## config.mk

```make
export PLATFORM = sky130hd
export DESIGN_NAME = modred_serial_flat
export DESIGN_NICKNAME = d
export VERILOG_FILES = /design/src/rtl/modred_serial_if.sv /design/src/rtl/modred_serial.sv /design/src/flat_wrapper.sv
export SDC_FILE = /design/constraint.sdc
export NUM_CORES = 1
export LEC_CHECK = 0
export CORE_ASPECT_RATIO = 2
export CORE_UTILIZATION = 40
export CTS_CLUSTER_SIZE = 30
export DETAILED_ROUTE_END_ITERATION = 6
export MAX_ROUTING_LAYER = met4
export PLACE_DENSITY = 0.63
export SYNTH_ARGS = -nofsm -noshare
export SYNTH_HDL_FRONTEND = slang
export SYNTH_SLANG_ARGS = --single-unit
```

## constraint.sdc

```tcl
create_clock -name clk -period 3.15 [get_ports clk]
set_input_delay 0.7875 -clock clk [delete_from_list [all_inputs] [get_ports clk]]
set_output_delay 0.7875 -clock clk [all_outputs]
set_load 0.02 [all_outputs]
```

## src/rtl/modred_serial_if.sv

```systemverilog
// Handshake and operand/result bundle for modred_serial.
// The master modport drives requests; the slave modport is the reducer side.
interface modred_serial_if #(
    parameter int XW = 64,
    parameter int MW = 32
);
    localparam int KW = $clog2(MW + 1);

    logic          start;
    logic          mode;
    logic [XW-1:0] x;
    logic [MW-1:0] m;
    logic [KW-1:0] m_bl;
    logic          ready;
    logic          busy;
    logic          valid;
    logic          err;
    logic [MW-1:0] result;

    modport master (
        output start, mode, x, m, m_bl,
        input  ready, busy, valid, err, result
    );

    modport slave (
        input  start, mode, x, m, m_bl,
        output ready, busy, valid, err, result
    );
endinterface

```

## src/rtl/modred_serial.sv

```systemverilog
// Serial modular reducer: result = x mod m, BPC dividend bits per cycle.
// Optional Mersenne folding datapath (mod 2^k-1) enabled by MODRED_MERSENNE_FAST_EN.
module modred_serial #(
    parameter int XW  = 64,
    parameter int MW  = 32,
    parameter int BPC = 1
) (
    input  logic            clk,
    input  logic            rst_n,
    modred_serial_if.slave  bus
);
    localparam int N  = XW / BPC;
    localparam int CW = (N > 1) ? $clog2(N) : 1;
    localparam int KW = $clog2(MW + 1);

    if (XW % BPC != 0) begin : g_bad_bpc
        $error("modred_serial: XW must be a multiple of BPC");
    end
    if (MW >= XW) begin : g_bad_mw
        $error("modred_serial: MW must be smaller than XW");
    end

    typedef enum logic [1:0] {IDLE, RUN, DONE} state_t;

    state_t        state, state_nx;
    logic          accept, step, finish, finish_err;
    logic [MW-1:0] finish_val;

    logic [XW-1:0] x_sh, x_nx;
    logic [MW:0]   rem, rem_nx;
    logic [MW-1:0] m_q;
    logic [CW-1:0] cnt;
    logic          err_q;
    logic [MW-1:0] result_q;

    logic          use_fold, fold_bad, fold_done;
    logic [MW-1:0] fold_res;

    // Restoring shift-subtract; rem stays below m so its top bit is clear before each shift.
    always_comb begin
        rem_nx = rem;
        x_nx   = x_sh;
        for (int i = 0; i < BPC; i++) begin
            rem_nx = {rem_nx[MW-1:0], x_nx[XW-1]};
            x_nx   = x_nx << 1;
            if (rem_nx >= {1'b0, m_q}) begin
                rem_nx = rem_nx - {1'b0, m_q};
            end
        end
    end

`ifdef MODRED_MERSENNE_FAST_EN
    logic          mode_q;
    logic [KW-1:0] k_q;
    logic [XW:0]   acc, mask, hi, fold_sum;

    always_comb begin
        mask     = ((XW+1)'(1) << k_q) - (XW+1)'(1);
        hi       = acc >> k_q;
        fold_sum = (acc & mask) + hi;
    end

    assign use_fold  = mode_q;
    assign fold_bad  = (k_q < KW'(2)) || (k_q > KW'(MW));
    assign fold_done = (hi == '0);
    // 2^k-1 is congruent to zero, the only fixed point of the fold that is not reduced.
    assign fold_res  = (acc == mask) ? '0 : acc[MW-1:0];

    always_ff @(posedge clk or negedge rst_n) begin
        if (!rst_n) begin
            mode_q <= 1'b0;
            k_q    <= '0;
            acc    <= '0;
        end else if (accept) begin
            mode_q <= bus.mode;
            k_q    <= bus.m_bl;
            acc    <= {1'b0, bus.x};
        end else if (step && mode_q) begin
            acc <= fold_sum;
        end
    end
`else
    logic unused_cfg;
    assign unused_cfg = ^{bus.mode, bus.m_bl};
    assign use_fold   = 1'b0;
    assign fold_bad   = 1'b0;
    assign fold_done  = 1'b0;
    assign fold_res   = '0;
`endif

    always_ff @(posedge clk or negedge rst_n) begin
        if (!rst_n) begin
            state <= IDLE;
        end else begin
            state <= state_nx;
        end
    end

    always_comb begin
        state_nx   = state;
        accept     = 1'b0;
        step       = 1'b0;
        finish     = 1'b0;
        finish_err = 1'b0;
        finish_val = '0;
        case (state)
            IDLE: begin
                if (bus.start) begin
                    accept   = 1'b1;
                    state_nx = RUN;
                end
            end
            RUN: begin
                if (use_fold) begin
                    if (fold_bad) begin
                        finish     = 1'b1;
                        finish_err = 1'b1;
                    end else if (fold_done) begin
                        finish     = 1'b1;
                        finish_val = fold_res;
                    end else begin
                        step = 1'b1;
                    end
                end else if (m_q == '0) begin
                    finish     = 1'b1;
                    finish_err = 1'b1;
                end else begin
                    step = 1'b1;
                    if (cnt == CW'(N - 1)) begin
                        finish     = 1'b1;
                        finish_val = rem_nx[MW-1:0];
                    end
                end
                if (finish) begin
                    state_nx = DONE;
                end
            end
            DONE: begin
                if (bus.start) begin
                    accept   = 1'b1;
                    state_nx = RUN;
                end else begin
                    state_nx = IDLE;
                end
            end
            default: state_nx = IDLE;
        endcase
    end

    always_ff @(posedge clk or negedge rst_n) begin
        if (!rst_n) begin
            x_sh <= '0;
            rem  <= '0;
            m_q  <= '0;
            cnt  <= '0;
        end else if (accept) begin
            x_sh <= bus.x;
            rem  <= '0;
            m_q  <= bus.m;
            cnt  <= '0;
        end else if (step && !use_fold) begin
            x_sh <= x_nx;
            rem  <= rem_nx;
            cnt  <= cnt + 1'b1;
        end
    end

    // Result is held through the next run; only err is cleared when a new op is accepted.
    always_ff @(posedge clk or negedge rst_n) begin
        if (!rst_n) begin
            err_q    <= 1'b0;
            result_q <= '0;
        end else if (accept) begin
            err_q <= 1'b0;
        end else if (finish) begin
            err_q    <= finish_err;
            result_q <= finish_val;
        end
    end

    assign bus.ready  = (state == IDLE) || (state == DONE);
    assign bus.busy   = (state == RUN);
    assign bus.valid  = (state == DONE);
    assign bus.err    = err_q;
    assign bus.result = result_q;
endmodule

```

## src/flat_wrapper.sv

```systemverilog
// flat-port wrapper written by rule: the top's interface ports become plain ports
module modred_serial_flat 
#(
    parameter int XW  = 64,
    parameter int MW  = 32,
    parameter int BPC = 1
)
  (clk, rst_n, bus_start, bus_mode, bus_x, bus_m, bus_m_bl, bus_ready, bus_busy, bus_valid, bus_err, bus_result);
  modred_serial_if #(.XW(XW), .MW(MW)) bus_i ();
  input  logic clk;
  input  logic rst_n;
  input wire logic [$bits(bus_i.start)-1:0] bus_start;
  input wire logic [$bits(bus_i.mode)-1:0] bus_mode;
  input wire logic [$bits(bus_i.x)-1:0] bus_x;
  input wire logic [$bits(bus_i.m)-1:0] bus_m;
  input wire logic [$bits(bus_i.m_bl)-1:0] bus_m_bl;
  output wire logic [$bits(bus_i.ready)-1:0] bus_ready;
  output wire logic [$bits(bus_i.busy)-1:0] bus_busy;
  output wire logic [$bits(bus_i.valid)-1:0] bus_valid;
  output wire logic [$bits(bus_i.err)-1:0] bus_err;
  output wire logic [$bits(bus_i.result)-1:0] bus_result;
  assign bus_i.start = bus_start;
  assign bus_i.mode = bus_mode;
  assign bus_i.x = bus_x;
  assign bus_i.m = bus_m;
  assign bus_i.m_bl = bus_m_bl;
  assign bus_ready = bus_i.ready;
  assign bus_busy = bus_i.busy;
  assign bus_valid = bus_i.valid;
  assign bus_err = bus_i.err;
  assign bus_result = bus_i.result;
  modred_serial #(.XW(XW), .MW(MW), .BPC(BPC)) u_core (.clk(clk), .rst_n(rst_n), .bus(bus_i));
endmodule
```

Word level (Yosys, flattened, before mapping):

Index checks and enable logic that the tools add are counted.

* flip-flop bits (word level): 169
* latch bits: 0
* bits in writable memories: 0
* memory bits (read-only): 0
* input port bits: 106
* output and inout bits: 36
* logic and storage cells: 50
* memories: 0

* $add $sub $neg: 2
* multipliers: 0
* divide/modulo/power cells: 0
* $lt $le $gt $ge: 1
* eq/ne operators: 5
* shift operators: 0
* mux-type cells: 26
* bitwise gates (word level): 1
* reductions and logical operators: 8

Operators with widths (number)
* two-way mux 32 bit: 6
* two-way mux 64 bit: 2
* greater-or-equal comparator 33 x 32 -> 1 bit: 1
* zero test 32 bit: 1
* subtractor 32 bit: 1
* two-way mux 1 bit: 13
* two-way mux 6 bit: 2
* adder 6 x 1 -> 6 bit, second input constant: 1
* == test 6 bit, second input constant: 1
* case mux 2 bit (3 select lines): 1
* two-way mux 2 bit: 2
* AND reduction 2 bit: 2
* nonzero test 2 bit: 2
* == test 2 x 1 -> 1 bit, second input constant: 1
* == test 2 bit, second input constant: 1
* zero test 2 bit: 1
* inequality test 2 x 1 -> 1 bit, second input constant: 1
* inequality test 2 bit, second input constant: 1
* OR reduction 2 bit: 1
* logical OR 1 bit: 1
* inverter 1 bit: 1

Logic depth before layout (Yosys ltp):

Gate-level depths: netlist of the first run.

* depth in word-level cells: 7
* depth in mapped cells: 13
* gate-level depth less buffers: 13

Least setup slack after synthesis of the first run:

No wires, ideal clock.

* path kind: flip-flop to flip-flop
* from: reg u_core.x_sh[63]
* to: reg u_core.result_q[16] (netlist: u_core.bus.result[16])
* setup time: 0.133 ns
* arrival time: 2.522 ns
* data required time: 3.017 ns
* setup slack: 0.495 ns
* cell stages (with the launch flop): 14
* path buffers: 0
* clock period less this slack: 2.655 ns
* cells stage by stage: dfrtp_1 > inv_1 > ha_1 > inv_1 > fa_1 > a211oi_1 > o211ai_1 > a21oi_1 > o21ai_0 > a21o_1 > a21oi_1 > xnor2_1 > mux2i_1 > o21ai_0

* cells in the longest elaborated chain, start to end: 5
* elaborated cells between the ends (all ways): 6
* classes of those cells: add/sub: 1; order compare: 1; mux: 4

RTL lines
* start, declared: line modred_serial.sv:29 `logic [XW-1:0] x_sh, x_nx;`
* start signal, assigned: line modred_serial.sv:157 `x_sh <= bus.x;`
* start signal, assigned: line modred_serial.sv:162 `x_sh <= x_nx;`
* subtractor 32 bit / greater-or-equal comparator 33 x 32 -> 1 bit (equally long branches): line modred_serial.sv:47, modred_serial.sv:46
* two-way mux 32 bit (*): line modred_serial.sv:46 `if (rem_nx >= {1'b0, m_q}) begin`
* two-way mux 32 bit (*): line modred_serial.sv:129 `if (cnt == CW'(N - 1)) begin`
* two-way mux 32 bit (*): line modred_serial.sv:124 `end else if (m_q == '0) begin`
* two-way mux 32 bit (*): line modred_serial.sv:106 `case (state)`
* end signal, assigned: line modred_serial.sv:177 `result_q <= finish_val;`
* end, declared: line modred_serial.sv:34 `logic [MW-1:0] result_q;`

Every way passes the cells marked *; elsewhere a longest branch is shown, timed or not.
A chain may end at the register's enable or synchronous reset.

Worst setup path in the final report of the first run:

* from: reg u_core.m_q[5]
* to: reg u_core.rem[20]

* cells in the longest elaborated chain, start to end: 4
* elaborated cells between the ends (all ways): 9
* classes of those cells: add/sub: 1; order compare: 1; mux: 5; reduce/logical: 2

RTL lines
* start, declared: line modred_serial.sv:31 `logic [MW-1:0] m_q;`
* start signal, assigned: line modred_serial.sv:159 `m_q <= bus.m;`
* subtractor 32 bit (tied with other cells): line modred_serial.sv:47 `rem_nx = rem_nx - {1'b0, m_q};`
* two-way mux 32 bit / two-way mux 1 bit (equally long branches): line modred_serial.sv:46, modred_serial.sv:124
* two-way mux 32 bit / two-way mux 1 bit (equally long branches): line modred_serial.sv:161, modred_serial.sv:106
* two-way mux 32 bit / nonzero test 2 bit (equally long branches)
* end signal, assigned: line modred_serial.sv:163 `rem <= rem_nx;`
* end, declared: line modred_serial.sv:30 `logic [MW:0] rem, rem_nx;`

Parallel ways exist; a longest one is shown, timed or not. The select of a mux whose other input is x is not followed.

==> results of run 1 <==
final cells by class:
cell class	count	area (sq um)
Inverter	43	161
Tap cell	273	342
Multi-Input combinational cell	787	4340
Clock buffer	24	492
Sequential cell	169	4230
Fill cell	2116	10300
Timing Repair Buffer	173	1740
Clock inverter	7	91.3
kinds of logic after synthesis:
group	share of synthesized area (%)
AND/OR/NAND/NOR	20.2
AO/OA/AOI/OAI	18.4
flip-flops	47.5
buffers and inverters	4.47
adder cells (fa/ha/maj)	4.86
XOR/XNOR	2.95
multiplexers	1.69
metal layers:
layer	vias to the layer above	GRT usage, %
met5	-	-
li1	3922	-
met4	0	10.3
met1	3822	25.7
met2	173	42.4
met3	42	4.46
metrics by stage:
| step | instance area (sq um) | util [%] | TNS [ns] | power (W) |
|---|---|---|---|---|
| 2_1_floorplan | 8900 | - | 0 | 0.00939 |
| 3_3_place_gp | 10800 | 49.8 | 0 | 0.0123 |
| 3_5_place_dp | 10800 | 49.8 | 0 | 0.0124 |
| 4_1_cts | 11400 | 52.5 | 0 | 0.0146 |
| 5_1_grt | 11400 | 52.5 | -0.0352 | 0.0157 |
| 6_report | 11400 | 52.5 | 0 | 0.0145 |
registers in the layout (all words and copies together) (netlist names):
name               count
u_core.x_sh           64
u_core.cnt             6
u_core.rem            32
u_core.bus.err         1
u_core.state           2
u_core.bus.result     32
u_core.m_q            32
power groups by stage:
stage	logic (W)	clock network [W]	registers [W]
after floorplan	0.00552	0	0.00387
after global placement	0.00838	0	0.00388
after detailed placement	0.00850	0	0.00391
after CTS	0.00854	0.00214	0.00389
after global routing	0.00949	0.00223	0.00402
final	0.00854	0.00209	0.00388
cell usage after synthesis, drive strengths merged, types with 2 or more instances:
master / instances
nand2: 240
dfrtp: 169
o21ai: 133
nor2: 92
a31oi: 70
clkbuf: 57
inv: 43
nand3: 42
ha: 33
a21oi: 32
mux2i: 15
xnor2: 15
xor2: 15
nand4: 11
nor3: 10
nor4: 10
a21o: 8
a211oi: 7
and3: 6
o211ai: 5
buf: 4
nor2b: 4
and2: 3
nand2b: 3
o21a: 3
or2: 3
a31o: 2
a41oi: 2
o21bai: 2
o22ai: 2
o41ai: 2
or3: 2
worst paths after layout:
kind / endpoint / slack [ns]
max: u_core.rem[20]$_DFFE_PN0P_ / 0.19
min: u_core.x_sh[20]$_DFFE_PN0P_ / 0.36
max reg2reg: u_core.rem[20]$_DFFE_PN0P_ / 0.19
min reg2reg: u_core.bus.result[22]$_DFFE_PN0P_ / 0.48
max in group asynchronous: u_core.rem[29]$_DFFE_PN0P_ / 2.09
min in group clk: u_core.bus.result[22]$_DFFE_PN0P_ / 0.48
repair_timing:
| item | 4_1_cts | 5_1_grt |
|---|---|---|
| resized for setup | 0 | 4 |
| setup endpoints to repair | 0 | 6 |
| hold buffers | 0 | 0 |
==> results_dict.tcl, run 1 <==
set metrics [dict create \
    max_stage_delay_ns 0.46 \
    clock_sinks 169 \
    post_route_worst_setup_slack_ns 0.188 \
    detailed_route_via_count 7959 \
    finalSetupViolCount 0 \
    power.internal_w 0.00810 \
    timing.critical_path.arrival_ns 3.27 \
    clk_pin_slew_worst_paths_ns 0.06 \
    tritoncts.num_buffers 17 \
    fin_crit_ns 2.96 \
    critical_path_buf_inv_count 2 \
    synthesized_instance_count 1060 \
    hold_slack_ns 0.360 \
    synthDistinctLibCells 51 \
    routed.top_layer "met4" \
    clk_latency_ns 0.44 \
    grt_remaining_overflow 0 \
    synth_fp_nets 1200 \
    route.detailed.drc 0 \
    grt_pass1_wl_mm 40.6 \
    vias_in_the_first_global_route 8211 \
    synth.largest_area_cell "dfrtp_1" \
    r2r_start "u_core.m_q[5]$_DFFE_PN0P_" \
    synthFlopType "dfrtp_1" \
    syn_to_final_growth_pct 28.0 \
    achievable-frequency_mhz 338 \
    post-place-cells 1445 \
    postSynthAreaPerCell_sq_um 8.40 \
    timing.critical_path.to_type "register" \
    rr_worst_depth 11 \
    number_of_nets_with_antenna_violations_after_detailed_routing 0 \
    fp.dieW_microns 107 \
    layout_common_cells "239 x nand2_1, 169 x dfrtp_1, 133 x clkdlybuf4s50_1" \
    slew_viol_final 0 \
    peakVddDrop_mv 0.430 \
    drv.max_cap_violation_count 0 \
    ys_warn_count 0 \
    wl_per_cell_microns 16.8 \
    critical_path.startpoint "u_core.m_q[5]$_DFFE_PN0P_" \
    track_usage_pct 23.9 \
    place_ws_ns 0.136 \
    design.die.area_sq_um 22900 \
    vias_per_cell 5.39 \
    gp_congestion 0.922 \
    dr_wl_met3_microns 983 \
    routedLengthMet1_mm 9.61 \
    worst_ep_required_time_ns 3.46 \
    die-height_microns 213 \
    drt_first_pass_iters 5 \
    combinationalPowerShare_pct 58.9 \
    pwr-share-clk_pct 14.4 \
    drive_gt1_share_pct 6.90 \
    numPortBuffers 134 \
    critical_path_cell_count 11 \
    totalWireLength_mm 24.9 \
    timing_worst_slew_pin_value_ns 0.948 \
    result_of_the_run "complete, no violations" \
    synth_top_area_share_pct 47.5 \
    cts-htree-levels 4 \
    timing.critical_path.fanout_max 13 \
    ys_async_sr_fraction_pct 100 \
    seqPwrFrac_pct 26.7 \
    coreArea_sq_um 21700 \
    fin_skew_ns 0.0101 \
    cts-root-buf "clkbuf_16" \
    switching_power_of_the_nets_w 0.00641 \
    met2_wirelength_from_detailed_routing_mm 13.5 \
    timing.hold.worst.class "in -> async" \
    grt_antenna_before_repair 0 \
    pwr_density_cell_nw_per_um2 1270 \
    cts_tree "built" \
    cellLeakagePower_nw 5.01 \
    worst_slew_margin_pct 36.6 \
    critical-path-slowest-cell "nor4_1" \
    most_common_cell_after_layout_fill_and_taps_aside "nand2_1" \
    synth_edf_count 0 \
    crit_family "simple AND/OR/NAND/NOR gates" \
    first_iter_violations 419 \
    antenna-diode-count 0 \
    io_pins 142 \
    place_hpwl_mm 18.2 \
    period_share_pct 94.0 \
    synth-seq-cells 169 \
    hold_violations 0 \
    instances_no_fill 1476 \
    grt_max_degree 85 \
    ys_top_cells_by_area "dfrtp_1 48%, nand2_1 10%, o21ai_0 7.1%, a31oi_1 4.9%, ha_1 4.6%" \
    fraction_of_the_yosys_area_taken_by_sequential_cells_pct 47.5 \
    cts-root-to-sink-buffers 2 \
    crit_type "reg -> reg" \
    timing.critical_path.from_type "register" \
    cts_setup_buffers 0 \
    syn_area_sq_um 8900 \
    floorplan.initialDensity_pct 41.1 \
    worstPathCellList "inv_1 > ha_1 > nand4_1 > nor4_1 > nand3_1 > o211ai_1 > a31oi_1 > o21ai_4 > buf_4 > mux2i_1 > o21ai_0" \
    finish.net_count 1331 \
    power_switching_share_pct 44.2 \
    core.rowCount 76 \
]
(Power assumes the default switching activity.)
==> inputs of run 2 (changes only) <==
Settings changed: PLACE_DENSITY 0.63 to unset, REMOVE_ABC_BUFFERS set to 1.
==> run 2 against run 1 <==
Critical path type unchanged. Combinational power increased by 1%. Register-to-register slack got worse by 0.03 ns. Global-route usage increased by 0.095 points. Non-clock buffer count increased by 13. Maximum frequency decreased by 1.1%. Critical path depth increased by 3. Flip-flop and latch count unchanged. First-iteration DRC count decreased by 34%.
==> results_dict.tcl, run 2 (same netlist as run 1, synthesis figures left out) <==
set metrics [dict create \
    grt_max_degree 86 \
    clk_pin_slew_worst_paths_ns 0.07 \
    crit_type "reg -> reg" \
    post_cts_hold_buffer_count 0 \
    setup.reg_to_reg.worst_slack_ns 0.15 \
    tritoncts.num_buffers 17 \
    cts_tree "built" \
    report.power.total_w 0.0148 \
    vias_per_cell 5.35 \
    timing.critical_path.to_type "register" \
    timing.critical_path.mode_cell "o21ai_0" \
    numPortBuffers 134 \
    grt_antenna_before_repair 0 \
    worst_slew_margin_pct 28.1 \
    combinationalPowerShare_pct 58.4 \
    hold_violations 0 \
    design.die.area_sq_um 22900 \
    syn_to_final_growth_pct 29.7 \
    switching_power_of_the_nets_w 0.00647 \
    io_pins 142 \
    nFillCells 2111 \
    grt_remaining_overflow 0 \
    finalSetupViolCount 0 \
    peakVddDrop_mv 0.563 \
    coreArea_sq_um 21700 \
    clk_latency_ns 0.45 \
    gp_congestion 0.907 \
    wl_per_cell_microns 16.7 \
    r2r_start "u_core.x_sh[63]$_DFFE_PN0P_" \
    layout_common_cells "239 x nand2_1, 169 x dfrtp_1, 133 x clkdlybuf4s50_1" \
    worstPathCellList "inv_1 > ha_1 > inv_1 > fa_1 > a211oi_2 > o211ai_1 > a21oi_1 > buf_4 > o22ai_1 > o2111ai_1 > o41ai_1 > o21ai_0 > o21ai_0 > o21ai_0" \
    core.rowCount 76 \
    critical-path-slowest-cell "fa_1" \
    finish.net_count 1344 \
    slew_viol_final 0 \
    post_route_worst_setup_slack_ns 0.155 \
    power.internal_w 0.00832 \
    period_share_pct 95.1 \
    die-height_microns 213 \
    timing.critical_path.fanout_max 4 \
    route.detailed.drc 0 \
    track_usage_pct 24.0 \
    rr_worst_depth 14 \
    timing.hold.worst.class "in -> async" \
    timing_worst_slew_pin_value_ns 1.07 \
    result_of_the_run "complete, no violations" \
    totalWireLength_mm 24.9 \
    timing.critical_path.from_type "register" \
    antenna-diode-count 0 \
    vias_in_the_first_global_route 8370 \
    largest-register "u_core.x_sh" \
    cellLeakagePower_nw 5.08 \
    rr_endpoint "u_core.rem[24]$_DFFE_PN0P_" \
    drt_first_pass_iters 4 \
    most_common_cell_after_layout_fill_and_taps_aside "nand2_1" \
    drive_gt1_share_pct 8.13 \
    worst_ep_required_time_ns 3.52 \
    drv.max_cap_violation_count 0 \
    grt_setup_unrepaired "no" \
    clock_sinks 169 \
    met2_wirelength_from_detailed_routing_mm 13.8 \
    cts_setup_buffers 0 \
    pwr-share-clk_pct 15.4 \
    routed.top_layer "met4" \
    number_of_nets_with_antenna_violations_after_detailed_routing 0 \
    place_ws_ns 0.104 \
    critical_path_buf_inv_count 3 \
    floorplan.initialDensity_pct 41.1 \
    seqPwrFrac_pct 26.2 \
    fin_crit_ns 3.00 \
    power_switching_share_pct 43.8 \
    dr_wl_met3_microns 727 \
    pwr_density_cell_nw_per_um2 1280 \
    place_hpwl_mm 18.1 \
    routedLengthMet1_mm 9.40 \
    fin_skew_ns 0.00781 \
    crit_family "compound AO/OA/AOI/OAI gates" \
    cts-htree-levels 4 \
    grt_pass1_wl_mm 40.7 \
    largest_register_ffs 64 \
    fp.dieW_microns 107 \
    cts-root-to-sink-buffers 2 \
    max_stage_delay_ns 0.40 \
    cts-root-buf "clkbuf_16" \
    timing.critical_path.arrival_ns 3.36 \
    detailed_route_via_count 7978 \
    first_iter_violations 277 \
    achievable-frequency_mhz 334 \
]
-- run 2: cell types whose count changed in the layout (fill, tap and decap cells not counted), sizes merged --
cell      delta
buf         +13
clkbuf       -5
clkinvlp     +3
inv          +3
bufinv       +2
clkinv       -2
-- run 2: through the flow --
step	TNS, ns	hold WS [ns]	std cells	cell area (sq um)	utilization, %
after floorplan	-318.56	0.466	999	8660	-
after global placement	0	0.463	1458	10900	50.2
after detailed placement	0	0.470	1458	10900	50.2
after CTS	0	0.174	1490	11500	53.2
after global routing	0	0.195	1490	11500	53.2
final	0	0.189	1490	11500	53.2
-- run 2: cell type report --
cell class | instances | area, sq um | share of cell area [%]
flip-flops and latches | 169 | 4230 | 36.6
clock inverters | 13 | 193 | 1.67
inverters | 43 | 161 | 1.40
clock buffers | 19 | 443 | 3.84
multi-input cells | 787 | 4340 | 37.6
repair buffers | 186 | 1830 | 15.9
well taps | 273 | 342 | 2.96
-- run 2: power by group through the flow --
stage / sequential (W) / combinational [W] / clock [W]
finish: 0.00387 / 0.00865 / 0.00228
global route: 0.00400 / 0.00967 / 0.00240
CTS: 0.00388 / 0.00866 / 0.00234
detailed placement: 0.00390 / 0.00862 / 0
global placement: 0.00388 / 0.00851 / 0
floorplan: 0.00389 / 0.00549 / 0
-- run 2: per-layer routing --
layer  up-vias  GRT usage, %
met5         -             -
met1      3834          23.8
met4         0          12.7
li1       3943             -
met3        49          4.15
met2       152          43.9
-- run 2: how the worst max path moves through the flow --
stage / from / endpoint / slack (ns) / cells past startpoint
2_1_floorplan: u_core.m_q[0]$_DFFE_PN0P_ / u_core.bus.result[31]$_DFFE_PN0P_ / -3.08 / 8
5_1_grt: u_core.m_q[16]$_DFFE_PN0P_ / u_core.rem[14]$_DFFE_PN0P_ / 0.005 / 13
3_5_place_dp: u_core.m_q[0]$_DFFE_PN0P_ / u_core.rem[30]$_DFFE_PN0P_ / 0.10 / 13
4_1_cts: u_core.m_q[0]$_DFFE_PN0P_ / u_core.rem[30]$_DFFE_PN0P_ / 0.08 / 13
3_3_place_gp: u_core.m_q[0]$_DFFE_PN0P_ / u_core.bus.result[30]$_DFFE_PN0P_ / 0.13 / 13
6_report: u_core.x_sh[63]$_DFFE_PN0P_ / u_core.rem[24]$_DFFE_PN0P_ / 0.15 / 14
-- run 2: what timing repair did --
action,4_1_cts,5_1_grt
gates resized for setup,0,6
setup endpoints to repair,0,21
hold endpoints to repair,0,0
==> inputs of run 3 (changes only) <==
Settings changed: CORE_UTILIZATION 40 to 54, PLACE_DENSITY set to 0.8.
==> run 3 against run 2 <==
Final area fell by 2.4%. Register-to-register slack got worse by 0.08 ns. Critical endpoint is now u_core.bus.result[21]$_DFFE_PN0P_. First-iteration DRC count rose by 73%. Combinational power fell by 5.0%. Total power fell by 3.4%. Non-clock buffer count fell by 23. Sequential power barely moved. Die area fell by 26%. Clock-buffer cell count fell by 2. Clock skew fell by 0.00064 ns. Flip-flop and latch count did not move. Critical path depth fell by 4.
==> results_dict.tcl, run 3 (same netlist as run 1, synthesis figures left out) <==
set metrics [dict create \
    design.die.area_sq_um 17000 \
    vias_in_the_first_global_route 8338 \
    crit_type "reg -> reg" \
    fin_skew_ns 0.00717 \
    antenna-diode-count 0 \
    clk_pin_slew_worst_paths_ns 0.07 \
    critical-path-slowest-cell "o41ai_1" \
    peakVddDrop_mv 0.607 \
    pwr_density_cell_nw_per_um2 1270 \
    cts-root-to-sink-buffers 2 \
    clock_sinks 169 \
    gp_congestion 0.971 \
    cellLeakagePower_nw 4.96 \
    fp.dieW_microns 92.8 \
    grt_pass1_wl_mm 39.3 \
    timing.critical_path.from_type "register" \
    track_usage_pct 30.3 \
    grt_antenna_before_repair 0 \
    most_common_cell_after_layout_fill_and_taps_aside "nand2_1" \
    instances_no_fill 1398 \
    timing.critical_path.to_type "register" \
    place_ws_ns 0.125 \
    finalSetupViolCount 0 \
    first_iter_violations 478 \
    place_hpwl_mm 17.0 \
    vias_per_cell 5.82 \
    wl_per_cell_microns 16.8 \
    cts-root-buf "clkbuf_16" \
    timing.hold.worst.class "in -> async" \
    coreArea_sq_um 16200 \
    post_route_worst_setup_slack_ns 0.0707 \
    finish.net_count 1321 \
    layout_common_cells "239 x nand2_1, 169 x dfrtp_1, 133 x clkdlybuf4s50_1" \
    tritoncts.num_buffers 17 \
    final_core_util_pct 69.6 \
    grt_remaining_overflow 0 \
    slew_viol_final 0 \
    achievable-frequency_mhz 325 \
    largest-register "u_core.x_sh" \
    largest_register_ffs 64 \
    core.rowCount 66 \
    clk_latency_ns 0.44 \
    timing.critical_path.arrival_ns 3.39 \
    numPortBuffers 134 \
    number_of_nets_with_antenna_violations_after_detailed_routing 0 \
    cts-htree-levels 4 \
    drv.max_cap_violation_count 0 \
    grt_max_degree 93 \
    detailed_route_via_count 8133 \
    period_share_pct 97.8 \
    totalNegativeSetupSlack_ns 0 \
    totalWireLength_mm 23.5 \
    worst_ep_required_time_ns 3.46 \
    syn_to_final_growth_pct 26.6 \
    post-place-cells 1366 \
    fin_crit_ns 3.08 \
    timing.critical_path.fanout_max 6 \
    max_stage_delay_ns 0.66 \
    nFillCells 1330 \
    floorplan.initialDensity_pct 55.0 \
    drt_first_pass_iters 5 \
    drive_gt1_share_pct 6.45 \
    die-height_microns 184 \
    result_of_the_run "complete, no violations" \
    worst_slew_margin_pct 51.6 \
    io_pins 142 \
    worstPathCellList "ha_1 > o211ai_1 > a21o_1 > a31o_4 > o21a_1 > o41ai_1 > a31oi_1 > xnor2_1 > mux2i_1 > o21ai_0" \
    cts_setup_buffers 0 \
    post_cts_hold_buffer_count 0 \
    cts_tree "built" \
    route.detailed.drc 0 \
    timing_worst_slew_pin_value_ns 0.716 \
    hold_violations 0 \
]
run 3: cell types whose count changed in the layout (fill, tap and decap cells not counted), sizes merged:
cell      change
clkbuf        -2
bufinv        -2
clkinv        +2
inv           +3
clkinvlp      -1
buf          -23
run 3: path summary, 6_finish.rpt:
kind                                                   start                                end  slack (ns)  cells after the start
min                                                    rst_n         u_core.m_q[13]$_DFFE_PN0P_        0.27                      1
max reg2reg                        u_core.rem[1]$_DFFE_PN0P_  u_core.bus.result[21]$_DFFE_PN0P_        0.07                     10
min in group clk           u_core.bus.result[19]$_DFFE_PN0P_  u_core.bus.result[19]$_DFFE_PN0P_        0.48                      2
max in group asynchronous                              rst_n        u_core.x_sh[42]$_DFFE_PN0P_        2.11                      2
min reg2reg                u_core.bus.result[19]$_DFFE_PN0P_  u_core.bus.result[19]$_DFFE_PN0P_        0.48                      2
max                                u_core.rem[1]$_DFFE_PN0P_  u_core.bus.result[21]$_DFFE_PN0P_        0.07                     10
run 3: repair_timing:
item,CTS,global route
gates resized for setup,0,5
hold endpoints to repair,0,0
endpoints found under the setup margin,0,20
run 3: area by class of cell:
type	count	area, sq um	share of cell area [%]
multi-input cells	787	4330	38.5
flip-flops and latches	169	4230	37.5
repair buffers	163	1680	14.9
clock buffers	17	425	3.77
well taps	204	255	2.26
clock inverters	15	188	1.67
inverters	43	161	1.43
run 3: through the flow:
step / cell area, sq um / hold WS [ns] / total power, W
detailed placement: 10600 / 0.471 / 0.0119
global placement: 10600 / 0.462 / 0.0117
floorplan: 8660 / 0.466 / 0.00938
finish: 11300 / 0.274 / 0.0143
CTS: 11200 / 0.290 / 0.0142
global route: 11300 / 0.310 / 0.0155
run 3: critical path, delay by kind of cell (launching register included):
kind | cells | cell delay, ns
AOI/OAI and AO/OA | 7 | 1.77
adders and majority gates | 1 | 0.41
xor gates and xnor gates | 1 | 0.16
muxes | 1 | 0.21
DFF | 1 | 0.40
run 3: power breakdown:
group	switching (W)	internal (W)	total, W
clock	0.000979	0.00120	0.00218
sequential	0.000653	0.00323	0.00389
combinational	0.00483	0.00339	0.00822
total	0.00646	0.00783	0.0143
run 3: per-layer routing:
layer  vias to the layer above  track usage, %  routed length, microns
met3                        84            4.51                     741
met5                         -               -                       0
met4                         0            18.7                    1280
met1                      3921            32.6                    8900
li1                       3913               -                       -
met2                       215            51.6                   12600
